$ cat src/rtl/branchpredictor.sv
// Branch resolution and prediction unit for the LEGv8 datapath: resolves B/CB/B.cond in
// execute, predicts fetch-stage branches from a PC-indexed table of saturating counters.

`ifndef OPCODESIZE
`define OPCODESIZE 11
`endif
`ifndef REGADDRSIZE
`define REGADDRSIZE 5
`endif
`ifndef FLAGSIZE
`define FLAGSIZE 4
`endif
`ifndef B_MASK
`define B_MASK 11'b000101?????
`endif
`ifndef CB_MASK
`define CB_MASK 11'b1011010????
`endif
`ifndef BFLAG_MASK
`define BFLAG_MASK 11'b01010100???
`endif

module branchpredictor #(
  parameter int ENTRIES   = 64,
  parameter int CTRWIDTH  = 2,
  parameter int PCWIDTH   = 64,
  parameter int STATWIDTH = 32
) (
  input  logic                    clk,
  input  logic                    resetn,
  output logic                    ready,
  input  logic                    pred_req,
  input  logic [PCWIDTH-1:0]      pred_pc,
  output logic                    pred_valid,
  output logic                    pred_taken,
  input  logic                    res_valid,
  input  logic [PCWIDTH-1:0]      res_pc,
  input  logic [`OPCODESIZE-1:0]  res_opcode,
  input  logic [`REGADDRSIZE-1:0] res_rd,
  input  logic [`FLAGSIZE-1:0]    res_flags,
  input  logic                    res_zero,
  input  logic                    res_predicted,
  output logic                    res_out_valid,
  output logic                    res_branch,
  output logic                    res_mispredict,
  input  logic                    stat_clear,
  output logic [STATWIDTH-1:0]    stat_branches,
  output logic [STATWIDTH-1:0]    stat_mispredicts,
  output logic                    dbg_state
);

  localparam int IDXW = $clog2(ENTRIES);
  localparam logic [CTRWIDTH-1:0] INITV   = CTRWIDTH'((1 << (CTRWIDTH - 1)) - 1);
  localparam logic [CTRWIDTH-1:0] CTR_MAX = '1;

  typedef enum logic {S_INIT = 1'b0, S_RUN = 1'b1} state_t;

  state_t              state, state_next;
  logic [IDXW-1:0]     ptr;
  logic [CTRWIDTH-1:0] table_q [ENTRIES];

  logic [IDXW-1:0]     pred_idx, res_idx, wr_idx;
  logic                pred_acc, res_acc;
  logic                n, z, v, c;
  logic                cond_true, is_br, taken, wr_en;
  logic [CTRWIDTH-1:0] cur_ctr, wr_data;

  logic unused_bits;
  assign unused_bits = ^{pred_pc[PCWIDTH-1:IDXW+2], pred_pc[1:0],
                         res_pc[PCWIDTH-1:IDXW+2], res_pc[1:0], res_rd[`REGADDRSIZE-1:4]};

  assign ready     = (state == S_RUN);
  assign dbg_state = state;
  assign pred_idx  = pred_pc[IDXW+1:2];
  assign res_idx   = res_pc[IDXW+1:2];
  assign pred_acc  = pred_req & ready;
  assign res_acc   = res_valid & ready;
  assign {n, z, v, c} = res_flags;

  always_comb begin
    state_next = state;
    if (state == S_INIT && ptr == IDXW'(ENTRIES - 1)) state_next = S_RUN;
  end

  always_ff @(posedge clk) begin
    if (!resetn) begin
      state <= S_INIT;
      ptr   <= '0;
    end else begin
      state <= state_next;
      if (state == S_INIT) ptr <= ptr + 1'b1;
    end
  end

  always_comb begin
    cond_true = 1'b0;
    case (res_rd[3:0])
      4'h0: cond_true = z;
      4'h1: cond_true = ~z;
      4'h2: cond_true = c;
      4'h3: cond_true = ~c;
      4'h4: cond_true = n;
      4'h5: cond_true = ~n;
      4'h6: cond_true = v;
      4'h7: cond_true = ~v;
      4'h8: cond_true = ~z & c;
      4'h9: cond_true = ~(~z & c);
      4'hA: cond_true = (n == v);
      4'hB: cond_true = (n != v);
      4'hC: cond_true = ~z & (n == v);
      4'hD: cond_true = ~(~z & (n == v));
      default: cond_true = 1'b1;
    endcase
  end

  always_comb begin
    is_br = 1'b0;
    taken = 1'b0;
    casez (res_opcode)
      `B_MASK:     begin is_br = 1'b1; taken = 1'b1; end
      `CB_MASK:    begin is_br = 1'b1; taken = res_opcode[3] ? ~res_zero : res_zero; end
      `BFLAG_MASK: begin is_br = 1'b1; taken = cond_true; end
      default:     begin is_br = 1'b0; taken = 1'b0; end
    endcase
  end

  // One table write port: the init sweep owns it in INIT, training owns it in RUN.
  always_comb begin
    cur_ctr = table_q[res_idx];
    wr_en   = 1'b0;
    wr_idx  = res_idx;
    wr_data = cur_ctr;
    if (state == S_INIT) begin
      wr_en   = 1'b1;
      wr_idx  = ptr;
      wr_data = INITV;
    end else if (res_acc && is_br) begin
      wr_en = 1'b1;
      if (taken) wr_data = (cur_ctr == CTR_MAX) ? cur_ctr : cur_ctr + 1'b1;
      else       wr_data = (cur_ctr == '0) ? cur_ctr : cur_ctr - 1'b1;
    end
  end

  always_ff @(posedge clk) begin
    if (resetn && wr_en) table_q[wr_idx] <= wr_data;
  end

  always_ff @(posedge clk) begin
    if (!resetn) begin
      pred_valid       <= 1'b0;
      pred_taken       <= 1'b0;
      res_out_valid    <= 1'b0;
      res_branch       <= 1'b0;
      res_mispredict   <= 1'b0;
      stat_branches    <= '0;
      stat_mispredicts <= '0;
    end else begin
      pred_valid     <= pred_acc;
      pred_taken     <= pred_acc & table_q[pred_idx][CTRWIDTH-1];
      res_out_valid  <= res_acc;
      res_branch     <= res_acc & is_br & taken;
      res_mispredict <= res_acc & is_br & (taken != res_predicted);
      if (stat_clear) begin
        stat_branches    <= '0;
        stat_mispredicts <= '0;
      end else if (res_acc && is_br) begin
        if (stat_branches != '1) stat_branches <= stat_branches + 1'b1;
        if (taken != res_predicted && stat_mispredicts != '1)
          stat_mispredicts <= stat_mispredicts + 1'b1;
      end
    end
  end

endmodule

$ cat config.mk
export PLATFORM = sky130hd
export DESIGN_NAME = branchpredictor
export DESIGN_NICKNAME = d
export VERILOG_FILES = /design/src/rtl/branchpredictor.sv
export SDC_FILE = /design/constraint.sdc
export NUM_CORES = 1
export LEC_CHECK = 0
export BUFFER_PORTS_ARGS = -buffer_cell sky130_fd_sc_hd__buf_2
export CAP_MARGIN = 0
export CELL_PAD_IN_SITES_DETAIL_PLACEMENT = 0
export CELL_PAD_IN_SITES_GLOBAL_PLACEMENT = 2
export CORE_UTILIZATION = 35
export DETAILED_ROUTE_END_ITERATION = 6
export PLACE_DENSITY_LB_ADDON = 0.1
export SETUP_SLACK_MARGIN = 0.05
export SLEW_MARGIN = 20
export SYNTH_ARGS = -nofsm -noshare
export SYNTH_HDL_FRONTEND = slang
export SYNTH_SLANG_ARGS = --single-unit
$ cat constraint.sdc
create_clock -name clk -period 6.25 [get_ports clk]
set_input_delay 0 -clock clk [delete_from_list [all_inputs] [get_ports clk]]
set_output_delay 0 -clock clk [all_outputs]
set_load 0.02 [all_outputs]
==> impl_metrics.py <==
metrics = {
    "sta": {
        "timing.max_slew.rel_slack_pct": 28.02,
        "finalHoldWorstSlack_ns": 0.2459,
        "fin_skew_ns": 0.008892,
        "postLayoutSetupSlackWorst_ns": 2.417,
        "timing.final.crit_share_pct": 61.33,
        "post_route_setup_tns_ns": 0,
        "finalHoldViolations": 0,
        "worst-slew-pin-transition_ns": 1.078,
        "min_period_ns": 3.833,
        "final_max_slew_viol_count": 0,
        "setup-violations-final": 0,
        "setup_repair_after_global_routing_missed_its_margin": "no",
        "max_freq_mhz": 260.9,
    },
    "finish": {
        "layout.cells.non_filler": 1308,
        "post_route_cells_drive_above_1_share_pct": 22.01,
        "postLayoutCoreUtil_pct": 42.21,
        "postLayoutCellArea_um2": 11440,
        "num_antenna_cells": 0,
        "growth_of_design_area_from_synthesis_to_finish_pct": 17.56,
        "nets": 1077,
    },
    "yosys": {
        "register_bit_count_reported_by_yosys": 204,
        "postSynthCellCount": 815,
        "synth_compound_area_share_pct": 8.204,
        "synth-adder-area-share_pct": 0.4886,
        "synth_simple_gate_area_share_pct": 17.06,
        "synth_top_family_by_area": "simple AND/OR/NAND/NOR gates",
        "synth_enable_flop_cells": 128,
        "synthMuxAreaShare_pct": 13.24,
        "synth_top_flop_cell": "edfxtp_1",
        "async_reset_ff_share_pct": 0,
        "area_share_of_xor_xnor_cells_in_the_synthesized_design_pct": 3.227,
        "syn-mean-instance-area_um2": 11.94,
        "synth.distinct_cells": 63,
        "synth.cell_area_um2": 9731,
        "ys_seq_area_share_pct": 55.14,
        "count_of_warnings_emitted_by_yosys": 0,
        "syn_nets": 973,
    },
    "outcome": {
        "run_status": "complete, no violations",
    },
    "worst_setup_path": {
        "reg_to_reg_endpoint": "table_q[6][0]$_DFFE_PP_",
        "critical_path.endpoint_type": "flip-flop",
        "crit_arrival_ns": 4.12,
        "reg2reg_from": "table_q[42][0]$_DFFE_PP_",
        "worst_ep_required_time_ns": 6.54,
        "critPathMaxFanout": 33,
        "startpoint_type": "flip-flop",
        "rrSetupSlack_ns": 2.42,
        "path_class": "reg -> reg",
        "reg2reg_depth": 9,
    },
    "flow_run": {
        "drv.max_cap_violation_count": 0,
    },
    "die": {
        "die_width_um": 168.7,
        "ioPinCount": 226,
        "die_area_um2": 28470,
        "design.core.area_um2": 27100,
        "floorplan.initialDensity_pct": 35.90,
        "die_h_um": 168.7,
        "floorplan.rows": 60,
    },
    "route": {
        "wl_mm": 25.48,
        "first_pass_detailed_route_iteration_total": 5,
        "drt-vias-per-instance": 5.450,
        "postRouteAntennaNets": 0,
        "number_of_violations_reported_at_the_end_of_detailed_routing_iteration_0": 376,
        "detail_route.wl_per_cell_um": 19.48,
        "vias_after_detailed_routing": 7128,
        "post-route-drc-count": 0,
    },
    "power": {
        "power_per_cell_area_nw_per_um2": 248.7,
        "finalPower_mw": 2.846,
        "vdd_ir_drop_max_uv": 143.7,
        "cellLeakagePower_nw": 3.979,
    },
    "global_routing": {
        "grt_pass1_wl_mm": 39.60,
        "grt_overflow_total": 0,
        "antenna_found_initial": 0,
        "first_global_vias": 7118,
        "grt_start_max_net_pins": 65,
        "global_route.usage.total_pct": 17.99,
    },
    "placed_design": {
        "port-buffer-count": 105,
        "dpl_worst_slack_ns": 1.941,
        "count_of_placed_standard_cells_including_taps": 1255,
        "placedInstanceArea_um2": 10590,
        "dp_hpwl_mm": 17.16,
        "gp_congestion": 0.7944,
    },
    "min_path": {
        "hold_path.startpoint": "res_opcode[9]",
        "holdPathStages": 5,
        "hp-class": "in -> reg",
        "hold-path-endpoint": "res_branch$_SDFF_PN0_",
    },
    "clocking": {
        "tritoncts_clock_tree": "done",
        "clock_tree.buffer_depth": 3,
        "clk_pin_slew_ns": 0.06,
        "cts.hold.buffers_added": 9,
        "clockRootBuffer": "clkbuf_16",
        "cts-buffers-inserted": 24,
        "latest_clock_arrival_within_the_worst_skew_pair_ns": 0.51,
        "clkSinkCount": 204,
        "cts_setup_buffers": 0,
        "htree_levels": 1,
        "ctsResizeCount": 0,
    },
}
==> kinds of logic after synthesis <==
group	count (synthesis)
AND/OR/NAND/NOR	331
flip-flops	204
AO/OA/AOI/OAI	121
multiplexers	61
buffers and inverters	59
XOR/XNOR	35
adder cells (fa/ha/maj)	4
==> worst max-delay path, cell delays in order, from the launching register on <==
cell      delay, ns
edfxtp_1       0.37
mux4_2         0.46
a22o_1         0.26
a221oi_1       0.35
o22ai_1        0.16
nor3_1         0.38
inv_1          0.08
maj3_1         0.38
a21oi_4        0.70
buf_4          0.44
==> cell usage in the layout (no fill, tap or decap), drive strengths merged, types with 24 or more instances in the layout <==
| cell | synthesis | routed |
|---|---|---|
| buf | 13 | 112 |
| mux4 | 53 | 53 |
| nand3 | 33 | 33 |
| clkbuf | 31 | 39 |
| nor2 | 104 | 104 |
| edfxtp | 128 | 128 |
| o21ai | 24 | 24 |
| nand2 | 59 | 59 |
| a21oi | 35 | 35 |
| dfxtp | 76 | 76 |
==> layout make-up <==
class	instances	area [µm²]
clock inverter	5	33.78
timing repair buffer	122	693.2
clock buffer	38	694.4
inverter	15	56.30
tap	372	465.4
sequential	204	5365
fill	2574	15660
multi-input combinational	552	4131
==> per-layer routing <==
layer,track usage [%],vias to the layer above,wire (µm)
met2,30.24,207,11960
met5,0,-,0
met3,3.203,36,1575
met1,23.61,3544,11420
li1,-,3341,-
met4,5.573,0,528
==> Yosys cell counts, drive strengths merged (3+ instances only) <==
| library cell | n | area (µm²) |
|---|---|---|
| edfxtp | 128 | 3844 |
| nor2 | 104 | 390.4 |
| dfxtp | 76 | 1521 |
| nand2 | 59 | 221.5 |
| mux4 | 53 | 1194 |
| a21oi | 35 | 175.2 |
| nand3 | 33 | 165.2 |
| clkbuf | 31 | 117.6 |
| o21ai | 24 | 120.1 |
| nand4 | 21 | 131.4 |
| or3 | 21 | 131.4 |
| xor2 | 21 | 191.4 |
| or4 | 17 | 127.6 |
| nor3 | 16 | 80.08 |
| inv | 15 | 56.30 |
| and3 | 14 | 87.58 |
| xnor2 | 14 | 122.6 |
| and2 | 13 | 81.33 |
| buf | 13 | 82.57 |
| o31ai | 10 | 75.07 |
| nor2b | 8 | 50.05 |
| and4 | 7 | 61.31 |
| nand2b | 7 | 43.79 |
| o211ai | 7 | 52.55 |
| a221oi | 6 | 52.55 |
| a22o | 6 | 52.55 |
| mux2i | 6 | 72.57 |
| o22ai | 5 | 31.28 |
| a22oi | 4 | 30.03 |
| ha | 3 | 37.54 |
| o2111ai | 3 | 26.28 |
| o32ai | 3 | 26.28 |
==> worst max path at each step <==
stage	endpoint	start	depth (start not counted)
floorplan	table_q[0][0]$_DFFE_PP_	res_pc[2]	9
global placement	table_q[20][0]$_DFFE_PP_	res_pc[2]	10
detailed placement	table_q[23][0]$_DFFE_PP_	res_pc[2]	10
CTS	table_q[6][0]$_DFFE_PP_	table_q[43][0]$_DFFE_PP_	9
global route	table_q[7][0]$_DFFE_PP_	table_q[58][0]$_DFFE_PP_	9
finish	table_q[6][0]$_DFFE_PP_	table_q[42][0]$_DFFE_PP_	9
==> state kept, by name, summed over array words and instances, names as in the netlist <==
signal and count:
ptr 6, stat_branches 32, res_mispredict 1, res_out_valid 1, res_branch 1, table_q 128, dbg_state 1, stat_mispredicts 32
pred_taken 1, pred_valid 1
==> where the power goes <==
group | leakage (nW) | internal (mW) | switching, mW
Combinational | 1.72 | 0.0548 | 0.0828
Sequential | 1.91 | 1.42 | 0.00351
Clock | 0.353 | 0.762 | 0.524
Total | 3.98 | 2.24 | 0.610
(Power assumes the default switching activity.)
